==> src/rtl/gpu_cmd_pkg.sv <==
// gpu_cmd_pkg: shared command layout constants and scheduler state encoding
package gpu_cmd_pkg;
  localparam int CMD_W = 128;
  localparam int SHAPE_MSB = 127;
  localparam int SHAPE_LSB = 124;
  localparam logic [3:0] SHAPE_NOP = 4'd0;
  typedef enum logic [1:0] {IDLE, ISSUE, WAIT} state_t;
endpackage

==> src/rtl/cmd_fifo.sv <==
// cmd_fifo: synchronous FIFO with wrap-around pointers, flush and occupancy count
module cmd_fifo #(
  parameter int W = 128,
  parameter int DEPTH = 4,
  localparam int AW = $clog2(DEPTH)
) (
  input  logic          clk,
  input  logic          rst,
  input  logic          push,
  input  logic          pop,
  input  logic          flush,
  input  logic [W-1:0]  din,
  output logic [W-1:0]  dout,
  output logic [AW:0]   count,
  output logic          full,
  output logic          empty
);
  logic [W-1:0] mem [DEPTH];
  logic [AW-1:0] wr, rd;
  logic do_push, do_pop;
  assign full = count == (AW+1)'(DEPTH);
  assign empty = count == '0;
  assign do_push = push && !full && !flush;
  assign do_pop = pop && !empty && !flush;
  assign dout = mem[rd];
  always_ff @(posedge clk or posedge rst) begin
    if (rst) begin
      wr <= '0;
      rd <= '0;
      count <= '0;
    end else if (flush) begin
      wr <= '0;
      rd <= '0;
      count <= '0;
    end else begin
      if (do_push) wr <= wr + 1'b1;
      if (do_pop) rd <= rd + 1'b1;
      count <= count + (AW+1)'(do_push) - (AW+1)'(do_pop);
    end
  end
  always_ff @(posedge clk) if (do_push) mem[wr] <= din;
endmodule

==> src/rtl/draw_cmd_scheduler.sv <==
// draw_cmd_scheduler: queues host draw commands and issues them one at a time,
// waiting for engine completion with a watchdog between issues.
module draw_cmd_scheduler
  import gpu_cmd_pkg::*;
#(
  parameter int DEPTH = 4,
  parameter int TIMEOUT = 4096,
  parameter int CNT_W = 16,
  localparam int QW = $clog2(DEPTH) + 1,
  localparam int TW = $clog2(TIMEOUT)
) (
  input  logic             clk,
  input  logic             rst,
  input  logic             host_valid,
  output logic             host_ready,
  input  logic [CMD_W-1:0] host_data,
  output logic             cmd_valid,
  output logic [CMD_W-1:0] cmd_data,
  input  logic             engine_done,
  input  logic             flush,
  input  logic             err_clr,
  output logic             busy,
  output logic [QW-1:0]    queue_count,
  output logic [CNT_W-1:0] done_count,
  output logic             err_timeout
);
  state_t state, state_d;
  logic [CMD_W-1:0] head;
  logic [TW-1:0] timer;
  logic full, empty, pop, issue, fin, tmo;
  cmd_fifo #(.W(CMD_W), .DEPTH(DEPTH)) u_fifo (
    .clk(clk), .rst(rst), .push(host_valid && host_ready), .pop(pop), .flush(flush),
    .din(host_data), .dout(head), .count(queue_count), .full(full), .empty(empty)
  );
  assign host_ready = !full && !flush;
  assign busy = state != IDLE || !empty;
  // A flushing cycle neither issues nor drops: the queue is being discarded.
  always_comb begin
    state_d = state;
    pop = 1'b0;
    issue = 1'b0;
    fin = 1'b0;
    tmo = 1'b0;
    case (state)
      IDLE: if (!empty && !flush) begin
        pop = 1'b1;
        issue = head[SHAPE_MSB:SHAPE_LSB] != SHAPE_NOP;
        state_d = issue ? ISSUE : IDLE;
      end
      ISSUE: state_d = WAIT;
      WAIT: begin
        fin = engine_done;
        tmo = !engine_done && timer == TW'(TIMEOUT - 1);
        state_d = fin || tmo ? IDLE : WAIT;
      end
      default: state_d = IDLE;
    endcase
  end
  always_ff @(posedge clk or posedge rst) begin
    if (rst) begin
      state <= IDLE;
      cmd_valid <= 1'b0;
      cmd_data <= '0;
      timer <= '0;
      done_count <= '0;
      err_timeout <= 1'b0;
    end else begin
      state <= state_d;
      cmd_valid <= issue;
      if (issue) cmd_data <= head;
      timer <= state == WAIT && !fin && !tmo ? timer + 1'b1 : '0;
      done_count <= done_count + CNT_W'(fin);
      err_timeout <= tmo || (err_timeout && !err_clr);
    end
  end
endmodule

==> config.mk <==
export PLATFORM = sky130hd
export DESIGN_NAME = draw_cmd_scheduler
export DESIGN_NICKNAME = d
export VERILOG_FILES = /design/src/rtl/gpu_cmd_pkg.sv /design/src/rtl/cmd_fifo.sv /design/src/rtl/draw_cmd_scheduler.sv
export SDC_FILE = /design/constraint.sdc
export NUM_CORES = 1
export LEC_CHECK = 0
export ABC_CLOCK_PERIOD_IN_PS = 5750
export BUFFER_PORTS_ARGS = -buffer_cell sky130_fd_sc_hd__buf_2
export CAP_MARGIN = 40
export CORE_ASPECT_RATIO = 0.5
export CORE_MARGIN = 3
export CORE_UTILIZATION = 42
export DETAILED_ROUTE_END_ITERATION = 7
export GPL_TIMING_DRIVEN = 0
export PLACE_DENSITY = 0.71
export SLEW_MARGIN = 30
export SYNTH_ARGS = -nofsm -noshare
export SYNTH_HDL_FRONTEND = slang
export SYNTH_SLANG_ARGS = --single-unit
==> constraint.sdc <==
create_clock -name clk -period 5.75 [get_ports clk]
set_clock_uncertainty 0.2 [all_clocks]
set_input_delay 1.15 -clock clk [delete_from_list [all_inputs] [get_ports clk]]
set_output_delay 1.15 -clock clk [all_outputs]
set_load 0.1 [all_outputs]
# --- Word level (Yosys, flattened, before mapping) ---
# Memory sizes are Yosys's and may differ from the RTL's.
# Cells that the tools add are included.
classes:
  addsub: 6
  n_eq_ne: 5
  n_mux: 18
  n_reduce_logical: 27
op_table:
  columns: ["operator", "n"]
  rows:
  - ["16-bit by 1-bit adder with 16-bit output", 1]
  - ["12-bit by 1-bit adder with 12-bit output, second input constant", 1]
  - ["12-bit == test, second input constant", 1]
  - ["12-bit 2-to-1 mux", 1]
  - ["2-bit 2-to-1 mux", 6]
  - ["1-bit logical AND", 11]
  - ["1-bit 2-to-1 mux", 9]
  - ["1-bit zero test", 7]
  - ["2-bit case mux with 3 select lines", 1]
  - ["2-bit nonzero test", 3]
  - ["2-bit by 1-bit adder with 2-bit output, second input constant", 2]
  - ["4-bit nonzero test", 1]
  - ["3-bit by 1-bit adder with 3-bit output", 1]
  - ["3-bit == test, second input constant", 1]
  - ["3-bit zero test", 1]
  - ["1-bit logical OR", 3]
  - ["3-bit 2-to-1 mux", 1]
  - ["3-bit by 1-bit subtractor with 3-bit output", 1]
  - ["2-bit by 1-bit == test with 1-bit output, second input constant", 1]
  - ["2-bit == test, second input constant", 1]
  - ["2-bit zero test", 1]
  - ["2-bit inequality test, second input constant", 1]
word_totals:
  register_bits: 167
  ramBits: 512
  in_bits: 134
  memories: 1
mem_list:
  columns: ["memory", "depth", "word_bits", "rd", "rd_ports_with_merged_regs", "write_ports", "line", "text"]
  rows:
  - ["u_fifo.mem", 4, 128, 1, 0, 1, "cmd_fifo.sv:18", "logic [W-1:0] mem [DEPTH];"]

# --- Depth between registers and ports, before layout ---
# Gate-level depths: netlist of run 1.
logic_depth:
  ltp_word: 9
  depth_mapped: 9
  ltp_nobuf: 9

# --- Cells and area by module ---
# A second synthesis of run 1 with hierarchy kept.
unflattened:
  cells_unflattened: 1118
  area_unflattened_um2: 25665.9
by_module_without_submodules:
  columns: ["module", "n_inst", "cells_per_inst", "area_each_um2"]
  rows:
  - ["cmd_fifo", 1, 718, 18935.7]
  - ["draw_cmd_scheduler", 1, 400, 6730.2]

# --- Worst setup path after synthesis of run 1 ---
# Ideal clock, no wire load.
synth_timing:
  kind: "input-to-reg"
  from: "in flush"
  to: "mem u_fifo.mem[2][0] (enable)"
  setup_time_ps: 502
  arrival_time_ps: 4895
  setup_slack_ps: 153
  path_stages: 3
  path_cell_list: "clkbuf_1 > a211oi_1 > and2_1"
synth_between:
  elab_chain_cells: 7
synth_lines:
  columns: ["element", "line", "text"]
  rows:
  - ["from (decl)", "draw_cmd_scheduler.sv:20", "input logic flush,"]
  - ["1-bit zero test *", "cmd_fifo.sv:23, draw_cmd_scheduler.sv:35", null]
  - ["1-bit logical AND", "draw_cmd_scheduler.sv:35", "assign host_ready = !full && !flush;"]
  - ["1-bit logical AND", "draw_cmd_scheduler.sv:32", ".clk(clk), .rst(rst), .push(host_valid && host_ready), .pop(pop), .flush(flush),"]
  - ["1-bit logical AND", "cmd_fifo.sv:23", "assign do_push = push && !full && !flush;"]
  - ["1-bit logical AND *", "cmd_fifo.sv:23", null]
  - ["1-bit 2-to-1 mux *", "cmd_fifo.sv:41", "always_ff @(posedge clk) if (do_push) mem[wr] <= din;"]
  - ["1-bit 2-to-1 mux (not written as such) *", "cmd_fifo.sv:41", null]
  - ["to (decl)", "cmd_fifo.sv:18", null]
# Every way passes the cells marked *; elsewhere a longest branch is shown, timed or not.

# --- Worst setup path in the final report of run 1 ---
layout_timing:
  from: "in flush"
  to: "out host_ready"
layout_between:
  elab_chain_cells: 2
layout_lines:
  columns: ["element", "line", "text"]
  rows:
  - ["1-bit zero test", "draw_cmd_scheduler.sv:35", null]
  - ["1-bit logical AND", "draw_cmd_scheduler.sv:35", null]
  - ["to (decl)", "draw_cmd_scheduler.sv:15", "output logic host_ready,"]
# No other way between the ends.

==> flow_summary_export.csv, run 1 <==
group,metric,value,unit
run_status,status,"finished, final reports clean",
worst_setup_path,startpoint,"flush",
power,p_sw,7130,uW
worst_setup_path,crit_required,4.40,ns
timing,final.setup.tns,0,ns
timing,hold_viol_final,0,
synthesis,syn_avg_cell_area,22.5,sq um
cells_and_area,area_delta_synth_final,19.5,%
cells_and_area,stdcell_area,29900,sq um
worst_setup_path,worstSetupPathType,"in -> out",
die,placeableCoreArea,58100,sq um
global_route,grt_overflow,0,
routing,dr.pass1.iters,5,
place,post-place-ws,1.67,ns
power,swShare,0.426,
global_route,grt_pass1_vias,12400,
power,seqPwrFrac,0.379,
worst_setup_path,worstSetupStartpointType,"input pin",
worst_setup_path,end_kind,"primary output",
clock_tree,clkSlewWorstSetupHoldPaths,0.06,ns
timing,layout_min_cycle_time,3.52,ns
clock_tree,h-tree-depth,2,
power,p_int,9600,uW
synthesis,syn_area,25000,sq um
clock_tree,tritoncts,"yes",
synthesis,synth-seq-cells,679,
die,die-area,62700,sq um
clock_tree,cts_made_buffers,59,
place,hpwl,33.7,mm
worst_setup_path,endpoint,"host_ready",
global_route,met2_usage,0.303,
synthesis,yosys.area_share.xor_xnor,0.00981,
timing,slew_violations,0,
min_path,hold_path.class,"reg -> reg",
synthesis,synth.yosys.seq_area_share,0.782,
cells_and_area,fin_nets,1634,
global_route,use_met3,0.0257,
power,comb_power_share,0.391,
routing,routed_via_density,5.10,
die,initial_core_util,0.430,
worst_setup_path,cp_common_cell,"buf_2",
routing,num_vias,11800,
worst_setup_path,reg2reg_depth,5,
die,pin_count,285,
synthesis,synth-simple-area-share,0.0147,
min_path,hold_path_depth,1,
global_route,grt_pass1_wl,75.7,mm
clock_tree,post-cts-setup-buffers,0,
place,io_buffers,284,
die,chipHeight,179,um
power,finalPower,16700,uW
clock_tree,clk-insertion-delay-late,0.61,ns
timing,slew_headroom,0.445,
routing,drt_wl_total,50.9,mm
timing,worst_hold_slack,0.280,ns
synthesis,syn-num-nets,1257,
synthesis,synthAdderAreaFrac,0.00530,
cells_and_area,drive_gt1_frac,0.362,
place,routabilityCongestion,0.709,
global_route,grt_use_met1,0.189,
clock_tree,ctsRootBufferMaster,"clkbuf_16",
worst_setup_path,crit_arrival,2.17,ns
worst_setup_path,critPathMaxStageDelay,0.46,ns
clock_tree,clock_sinks,679,
worst_setup_path,rrSetupSlack,2.43,ns
global_route,grt_usage,0.161,
global_route,top_usage_layer,"met2",
power,pwr-share-clk,0.230,
synthesis,ys_types,35,
clock_tree,cts_resized,0,
synthesis,synth_top_cell_by_area,"edfxtp_1",
place,placed_cell_area,28000,sq um
power,power.leakage,0.0107,uW
routing,drt_iter0_markers,882,
synthesis,synthFlopType,"edfxtp_1",
synthesis,synthTopCellsByArea,"edfxtp_1 61%, dfrtp_1 17%, mux4_2 12%, mux2_1 5.7%, xnor2_1 0.70%",
die,die_w,351,um
worst_setup_path,cp_top_family,"buffers and inverters",
clock_tree,clockBufferDepth,3,
clock_tree,cts_hold_buf,0,
synthesis,async_flop_share,0.246,
power,powerDensity,560,nW/um^2
worst_setup_path,r2r_end,"cmd_data[27]$_DFFE_PP0P_",
synthesis,yosys-mux-area-fraction,0.173,
routing,final_antenna_net_count,0,
timing,fmax,0.284,GHz
synthesis,synth_compound_area_frac,0.00235,
worst_setup_path,crit_fanout,10,
timing,tightest_slew,0.833,ns
synthesis,synth_top_family_by_area,"multiplexers",
timing,rsz0062_at_grt,"no",
worst_setup_path,cp_num_buf_inv,3,
job,maxCapViolations,0,
synthesis,synth_top_cell_area_share,0.615,
timing,setup_viol,0,
synthesis,synth_edf_count,512,
worst_setup_path,crit_slowest_cell,"buf_2",
synthesis,synthCells,1113,
routing,avgRoutedWirePerCell,22.0,um
global_route,grt_max_degree,40,
routing,drc,0,
global_route,antenna_found_initial,9,
worst_setup_path,cp_num_cells,4,
timing,fin_crit_sh,0.613,
timing,setup_ws,2.23,ns
worst_setup_path,crit_chain,"buf_2, clkbuf_1, a21oi_1, buf_2",
power,ir_drop,0.315,mV
worst_setup_path,r2r-start,"u_fifo.rd[1]$_DFFE_PP0P_",
synthesis,yosys_warnings,0,
die,rows,62,
metrics by stage:
step                       util  cells
final                     0.514   2312
after global routing      0.514   2312
after CTS                 0.514   2305
after detailed placement  0.481   2196
after global placement    0.471   2165
after floorplan               -   1113
cell usage in the layout (no fill, tap or decap), types with 3 or more instances in the layout:
master       n
inv_1       12
and2_4       4
nand2_1     12
xor2_1       8
dfrtp_1    167
nor2_1      21
clkinv_2    10
buf_6       21
clkinv_1    10
mux4_2     128
clkbuf_8     9
clkbuf_1    37
and2_1       3
buf_4        3
diode_2      6
nand4_1      6
ha_1         9
buf_2      287
mux2_1     127
nand3_1     11
edfxtp_1   512
and3_1       3
clkbuf_16   59
nor3_1       6
buf_1        3
xnor2_1     20
buf_16       5
buf_12      15
cell type report:
cell class	count	area (sq um)
Antenna cell	6	15.0
Buffer	45	274
Clock buffer	80	1640
Clock inverter	29	253
Fill cell	4548	28200
Inverter	13	52.6
Multi-Input combinational cell	376	5140
Sequential cell	679	19600
Tap cell	768	961
Timing Repair Buffer	316	2000
power groups by stage:
stage	Combinational, uW	Sequential (uW)	Clock [uW]
global route	6790	6410	4140
CTS	6640	6340	3930
finish	6550	6340	3840
detailed placement	6620	6430	0
global placement	6450	6470	0
floorplan	1670	10000	0
how the worst min path moves through the flow:
stage	start	endpoint	slack [ns]
final	cmd_data[96]$_DFFE_PP0P_	cmd_data[96]$_DFFE_PP0P_	0.28
after global routing	cmd_data[125]$_DFFE_PP0P_	cmd_data[125]$_DFFE_PP0P_	0.29
after CTS	cmd_data[125]$_DFFE_PP0P_	cmd_data[125]$_DFFE_PP0P_	0.28
after detailed placement	done_count[15]$_DFF_PP0_	done_count[15]$_DFF_PP0_	0.27
after global placement	done_count[15]$_DFF_PP0_	done_count[15]$_DFF_PP0_	0.26
after floorplan	timer[0]$_DFF_PP0_	timer[0]$_DFF_PP0_	0.26
worst reg2reg max path, delay by kind of cell, from the launching register on:
| family | cells | cell delay (ns) |
|---|---|---|
| muxes | 2 | 0.75 |
| DFF | 1 | 0.40 |
| buffers and inverters | 3 | 1.87 |
state kept, by name, indices dropped and copies added, names as in the netlist:
signal,flops
cmd_data,128
cmd_valid,1
done_count,16
err_timeout,1
state,2
timer,12
u_fifo.count,3
u_fifo.mem,512
u_fifo.rd,2
u_fifo.wr,2
layer usage:
metal,wire length (um),vias up
met1,19100,6282
met4,1310,6
met2,28800,181
met3,1590,79
li1,-,5251
met5,47,-
synth_stat cells, types with 2 or more instances:
cell type / instances
and4_1: 2
mux4_2: 128
clkbuf_1: 24
inv_1: 13
mux2_1: 127
and3_1: 3
xnor2_1: 20
nand2_1: 12
and2_1: 7
nand3_1: 11
dfrtp_1: 167
buf_1: 3
ha_1: 9
nor3_1: 6
edfxtp_1: 512
buf_2: 3
nor2_1: 21
nand4_1: 6
buf_4: 3
buf_6: 12
o41a_1: 2
xor2_1: 8
nor4_1: 2
cell families (layout without fill, tap and decap cells):
kind of cell / count (synthesis) / count (layout)
AOI/OAI and AO/OA: 8 / 8
xor gates and xnor gates: 28 / 28
adders and majority gates: 10 / 10
buffers and inverters: 58 / 483
DFF: 679 / 679
muxes: 256 / 256
other: 0 / 6
and+or+nand+nor: 74 / 74
Note: power is estimated with default switching activity, not from simulation.
==> run 2, diff against run 1 <==
--- a/config.mk
+++ b/config.mk
@@ -5,7 +5,8 @@
 export SDC_FILE = /design/constraint.sdc
 export NUM_CORES = 1
 export LEC_CHECK = 0
-export ABC_CLOCK_PERIOD_IN_PS = 5750
+export ABC_AREA = 1
+export ABC_CLOCK_PERIOD_IN_PS = 3100
 export BUFFER_PORTS_ARGS = -buffer_cell sky130_fd_sc_hd__buf_2
 export CAP_MARGIN = 40
 export CORE_ASPECT_RATIO = 0.5
==> constraint.sdc (replaced) <==
create_clock -name clk -period 3.1 [get_ports clk]
set_clock_uncertainty 0.2 [all_clocks]
set_input_delay 0.62 -clock clk [delete_from_list [all_inputs] [get_ports clk]]
set_output_delay 0.62 -clock clk [all_outputs]
set_load 0.1 [all_outputs]
==> run 2 against run 1 <==
Critical path depth is 6 higher. Combinational power is 98% higher. Wire length is 28% higher. Non-clock buffer count is 168 higher. Sequential share of layout area is 3.9 points lower. Utilization is 1.8 points higher. Global-route usage is 3.9 points higher. Total power is 90% higher. Setup slack worse by 2.1 ns.
==> flow_summary_export.csv, run 2 <==
group,metric,value,unit
worst_setup_path,r2r-start,"state[0]$_DFFE_PP0P_",
synthesis,ys_types,27,
clock_tree,tritoncts,"yes",
synthesis,syn_area,25600,sq um
synthesis,synthCells,2004,
clock_tree,clkSlewWorstSetupHoldPaths,0.07,ns
worst_setup_path,crit_arrival,3.24,ns
die,placeableCoreArea,59700,sq um
cells_and_area,reg_top3,"u_fifo.mem: 512 flops, cmd_data: 128 flops, done_count: 16 flops",
timing,layout_min_cycle_time,2.95,ns
clock_tree,h-tree-depth,2,
synthesis,syn-num-nets,2148,
clock_tree,clk-insertion-delay-late,0.62,ns
synthesis,synth-seq-cells,679,
timing,slew_violations,0,
place,hpwl,44.0,mm
place,placed_cell_area,29100,sq um
clock_tree,clock_sinks,679,
cells_and_area,final_cell_mix,"512 x edfxtp_1, 309 x buf_2, 302 x nand2_1",
timing,fmax,0.339,GHz
synthesis,synth.yosys.seq_area_share,0.763,
worst_setup_path,worstSetupPathType,"reg -> reg",
routing,drt_wl_total,65.1,mm
clock_tree,cts_made_buffers,59,
global_route,grt_usage,0.200,
die,pin_count,285,
synthesis,synthFlopType,"edfxtp_1",
cells_and_area,stdcell_area,31800,sq um
routing,num_vias,17500,
min_path,hold_end,"u_fifo.mem[0][32]$_DFFE_PP_",
worst_setup_path,crit_required,3.39,ns
job,maxCapViolations,0,
worst_setup_path,rrSetupSlack,0.15,ns
min_path,hold_path.class,"in -> reg",
worst_setup_path,r2r_end,"u_fifo.count[2]$_DFF_PP0_",
routing,avgRoutedWirePerCell,19.5,um
die,rows,63,
place,io_buffers,284,
timing,fin_crit_sh,0.952,
routing,drc,0,
routing,routed_via_density,5.25,
worst_setup_path,worstSetupStartpointType,"register",
clock_tree,clockBufferDepth,3,
synthesis,yosys_warnings,0,
cells_and_area,area_delta_synth_final,24.1,%
synthesis,syn_avg_cell_area,12.8,sq um
timing,setup_viol,0,
die,initial_core_util,0.429,
synthesis,synth_edf_count,512,
worst_setup_path,crit_fanout,10,
synthesis,async_flop_share,0.246,
min_path,hold_path_depth,1,
die,chipHeight,181,um
routing,drt_iter0_markers,1463,
global_route,antenna_found_initial,11,
cells_and_area,largest_register_ffs,512,
worst_setup_path,reg2reg_depth,10,
synthesis,synthTopCellsByCount,"512 x edfxtp_1, 303 x nand2_1, 277 x nor2_1",
cells_and_area,fillers,4916,
synthesis,synth_top_cell_by_area,"edfxtp_1",
worst_setup_path,end_kind,"register",
routing,dr.pass1.iters,5,
cells_and_area,fin_nets,2613,
timing,slew_headroom,0.477,
power,powerDensity,1000,nW/um^2
cells_and_area,final_common_cell,"edfxtp_1",
timing,rsz0062_at_grt,"no",
power,ir_drop,0.771,mV
global_route,grt_pass1_vias,17700,
power,finalPower,31800,uW
clock_tree,ctsRootBufferMaster,"clkbuf_16",
global_route,grt_overflow,0,
synthesis,synthTopCellsByArea,"edfxtp_1 60%, dfrtp_1 16%, o21ai_0 5.0%, nand2_1 4.4%, nor2_1 4.1%",
routing,final_antenna_net_count,0,
place,routabilityCongestion,0.784,
synthesis,synth_top_cell_area_share,0.600,
synthesis,yosysMostFrequentCell,"edfxtp_1",
global_route,grt_max_degree,31,
cells_and_area,top_register,"u_fifo.mem",
run_status,status,"finished, final reports clean",
min_path,worstHoldStart,"host_data[32]",
timing,tightest_slew,0.784,ns
cells_and_area,drive_gt1_frac,0.180,
die,die_w,355,um
power,power.leakage,0.0124,uW
die,die-area,64200,sq um
timing,hold_viol_final,0,
global_route,grt_pass1_wl,100,mm
run 2: cell type report:
type | count | area (sq um) | area share
multi-input combinational | 1158 | 5450 | 0.172
clock buffer | 85 | 1630 | 0.0514
tap | 812 | 1020 | 0.0320
buffer | 125 | 510 | 0.0161
inverter | 42 | 161 | 0.00508
clock inverter | 25 | 223 | 0.00701
sequential | 679 | 19600 | 0.615
timing repair buffer | 404 | 3210 | 0.101
antenna | 11 | 27.5 | 0.000866
run 2: how the worst max path moves through the flow:
stage / startpoint / to / cells after the start
final: state[0]$_DFFE_PP0P_ / u_fifo.count[2]$_DFF_PP0_ / 10
after global routing: state[0]$_DFFE_PP0P_ / u_fifo.count[2]$_DFF_PP0_ / 10
after CTS: state[0]$_DFFE_PP0P_ / u_fifo.count[2]$_DFF_PP0_ / 10
after detailed placement: flush / u_fifo.count[2]$_DFF_PP0_ / 12
after global placement: flush / u_fifo.mem[3][84]$_DFFE_PP_ / 4
after floorplan: u_fifo.count[1]$_DFF_PP0_ / u_fifo.mem[0][0]$_DFFE_PP_ / 4
run 2: kinds of logic after synthesis:
kind of cell / after synthesis / share of synthesized area
AO/OA/AOI/OAI: 392 / 0.0829
XOR/XNOR: 18 / 0.00615
adder cells (fa/ha/maj): 10 / 0.00518
buffers and inverters: 167 / 0.0260
flip-flops: 679 / 0.763
AND/OR/NAND/NOR: 738 / 0.116
run 2: layer usage:
layer  vias up  share of wire  global-route usage
met4         2          0.034              0.0812
met1      8692           0.39               0.245
met3       140          0.054              0.0287
li1       8109              -                   -
met5         -        0.00011                   0
met2       594           0.52               0.358
run 2: timing repair:
item	4_1_cts	5_1_grt
hold buffers	78	0
endpoints found under the hold margin	299	0
resized for setup	1	0
buffers inserted	0	0
setup endpoints to repair	1	0
run 2: stage by stage:
step | setup slack [ns] | setup TNS [ns] | utilization | std cells | hold slack (ns)
after detailed placement | -0.319 | -1.27 | 0.487 | 3139 | 0.253
after CTS | 0.147 | 0 | 0.531 | 3327 | 0.000295
final | 0.149 | 0 | 0.532 | 3341 | 0.0248
after global placement | -2.09 | -1200.83 | 0.471 | 3100 | 0.248
after global routing | 0.0399 | 0 | 0.532 | 3340 | 0.00313
after floorplan | -1.10 | -555.45 | - | 2004 | 0.233
run 2: worst max-delay path: stages, from the launching register on:
cell and delay (ns):
dfrtp_1 0.38, or2_2 0.33, nor2_2 0.41, clkbuf_2 0.37
ha_1 0.30, inv_1 0.06, ha_1 0.13, inv_1 0.04
fa_1 0.37, xor2_1 0.17, nor2_1 0.06
run 2: where the power goes:
part | switching (uW) | leakage [uW] | total (uW) | internal [uW]
Sequential | 598 | 0.00674 | 11700 | 11100
Combinational | 10600 | 0.00477 | 13000 | 2360
Clock | 3240 | 0.000907 | 7100 | 3850
==> run 3, diff against run 2 <==
--- a/config.mk
+++ b/config.mk
@@ -5,7 +5,6 @@
 export SDC_FILE = /design/constraint.sdc
 export NUM_CORES = 1
 export LEC_CHECK = 0
-export ABC_AREA = 1
 export ABC_CLOCK_PERIOD_IN_PS = 3100
 export BUFFER_PORTS_ARGS = -buffer_cell sky130_fd_sc_hd__buf_2
 export CAP_MARGIN = 40
@@ -15,6 +14,7 @@
 export DETAILED_ROUTE_END_ITERATION = 7
 export GPL_TIMING_DRIVEN = 0
 export PLACE_DENSITY = 0.71
+export SETUP_SLACK_MARGIN = 0.3
 export SLEW_MARGIN = 30
 export SYNTH_ARGS = -nofsm -noshare
 export SYNTH_HDL_FRONTEND = slang
==> run 3 against run 2 <==
Final cell count is 29% lower. Final area is 4.0% lower. First-iteration DRC count is 43% lower. Fmax is 8.7% higher. Combinational power is 5% lower. Critical endpoint is now cmd_data[20]$_DFFE_PP0P_. Largest power group unchanged.
==> flow_summary_export.csv, run 3 (synthesized netlist as in run 1, its figures left out) <==
group,metric,value,unit
run_status,status,"finished, final reports clean",
timing,rsz0062_at_grt,"no",
cells_and_area,final_cell_mix,"512 x edfxtp_1, 289 x buf_2, 164 x dfrtp_1",
worst_setup_path,crit_slowest_cell,"mux4_2",
place,hpwl,33.7,mm
cells_and_area,largest_register_ffs,512,
clock_tree,ctsRootBufferMaster,"clkbuf_16",
timing,fin_crit_sh,0.876,
worst_setup_path,rrSetupSlack,0.39,ns
place,routabilityCongestion,0.715,
cells_and_area,top_register,"u_fifo.mem",
job,maxCapViolations,0,
timing,layout_min_cycle_time,2.71,ns
clock_tree,clkSlewWorstSetupHoldPaths,0.07,ns
worst_setup_path,end_kind,"register",
cells_and_area,area_delta_synth_final,22.1,%
place,placedCellCount,2196,
global_route,grt_overflow,0,
clock_tree,cts_made_buffers,58,
place,io_buffers,284,
cells_and_area,stdcell_count,2370,
die,placeableCoreArea,58100,sq um
global_route,antenna_found_initial,6,
die,die_w,351,um
cells_and_area,fin_nets,1695,
worst_setup_path,crit_chain,"buf_4, buf_6, mux4_2, o41a_1, buf_4, buf_6, mux2_1",
worst_setup_path,crit_fanout,10,
worst_setup_path,crit_arrival,2.97,ns
timing,worst_hold_slack,0.0302,ns
worst_setup_path,cp_top_family,"multiplexers",
routing,final_antenna_net_count,0,
timing,fmax,0.368,GHz
routing,avgRoutedWirePerCell,22.1,um
cells_and_area,fin_util,0.525,
routing,routed_via_density,5.11,
timing,tightest_slew,0.856,ns
power,power.leakage,0.0110,uW
timing,slew_violations,0,
min_path,hold_path.class,"in -> reg",
die,die-area,62700,sq um
worst_setup_path,worstSetupPathType,"reg -> reg",
die,initial_core_util,0.430,
global_route,grt_pass1_vias,12800,
global_route,grt_pass1_wl,78.4,mm
clock_tree,tritoncts,"yes",
worst_setup_path,crit_required,3.36,ns
worst_setup_path,worstSetupStartpointType,"register",
clock_tree,clockBufferDepth,3,
routing,dr.pass1.iters,4,
timing,slew_headroom,0.429,
clock_tree,clock_sinks,679,
clock_tree,clk-insertion-delay-late,0.60,ns
timing,setup_viol,0,
die,rows,62,
global_route,grt_max_degree,40,
cells_and_area,final_common_cell,"edfxtp_1",
worst_setup_path,critPathMaxStageDelay,0.57,ns
routing,drt_wl_total,52.3,mm
cells_and_area,reg_top3,"u_fifo.mem: 512 flops, cmd_data: 128 flops, done_count: 16 flops",
routing,drc,0,
routing,drt_iter0_markers,827,
die,pin_count,285,
power,powerDensity,1020,nW/um^2
clock_tree,h-tree-depth,2,
timing,final.setup.tns,0,ns
timing,hold_viol_final,0,
worst_setup_path,cp_num_buf_inv,4,
power,ir_drop,0.620,mV
die,chipHeight,179,um
cells_and_area,drive_gt1_frac,0.358,
global_route,grt_usage,0.166,
routing,num_vias,12100,
==> run 3: layer usage <==
layer,up-vias,GRT usage,part of all wire
met5,-,0,0.00038
met4,2,0.0503,0.027
met3,89,0.0237,0.035
met2,230,0.310,0.56
met1,6430,0.201,0.38
li1,5367,-,-
==> run 3: layout make-up <==
cell class	count	area, sq um
Clock buffer	81	1590
Timing Repair Buffer	376	2610
Buffer	45	289
Fill cell	4443	27600
Clock inverter	26	279
Multi-Input combinational cell	378	5190
Tap cell	768	961
Inverter	13	52.6
Antenna cell	4	10.0
Sequential cell	679	19600
==> run 3: timing repair <==
action | in CTS | in global routing
hold endpoints to repair | 206 | 0
gates resized for setup | 9 | 5
pin swaps | 3 | 0
setup endpoints to repair | 184 | 17
hold buffers | 57 | 0
gates cloned | 2 | 0
setup buffers | 4 | 0
==> run 3: metrics by stage <==
stage	total power, uW	setup WS [ns]	instance area [sq um]
after CTS	31500	0.332	30500
after detailed placement	24300	-0.366	28000
after floorplan	21600	-0.0289	25000
final	31200	0.385	30500
after global placement	23900	-1.84	27400
after global routing	32300	0.309	30500
==> run 3: path summary, 6_finish.rpt <==
kind	start	to	cells past startpoint
setup / recovery	u_fifo.rd[0]$_DFFE_PP0P_	cmd_data[20]$_DFFE_PP0P_	7
hold / removal	host_data[123]	u_fifo.mem[2][123]$_DFFE_PP_	1
setup reg to reg	u_fifo.rd[0]$_DFFE_PP0P_	cmd_data[20]$_DFFE_PP0P_	7
hold reg to reg	done_count[15]$_DFF_PP0_	done_count[15]$_DFF_PP0_	1
max in group asynchronous	rst	cmd_data[43]$_DFFE_PP0P_	6
min in group asynchronous	rst	cmd_data[83]$_DFFE_PP0P_	3
==> run 3: power by group <==
group,switching [uW],total [uW],internal (uW)
sequential,573,11800,11200
combinational,9490,12300,2800
clock,3210,7140,3930
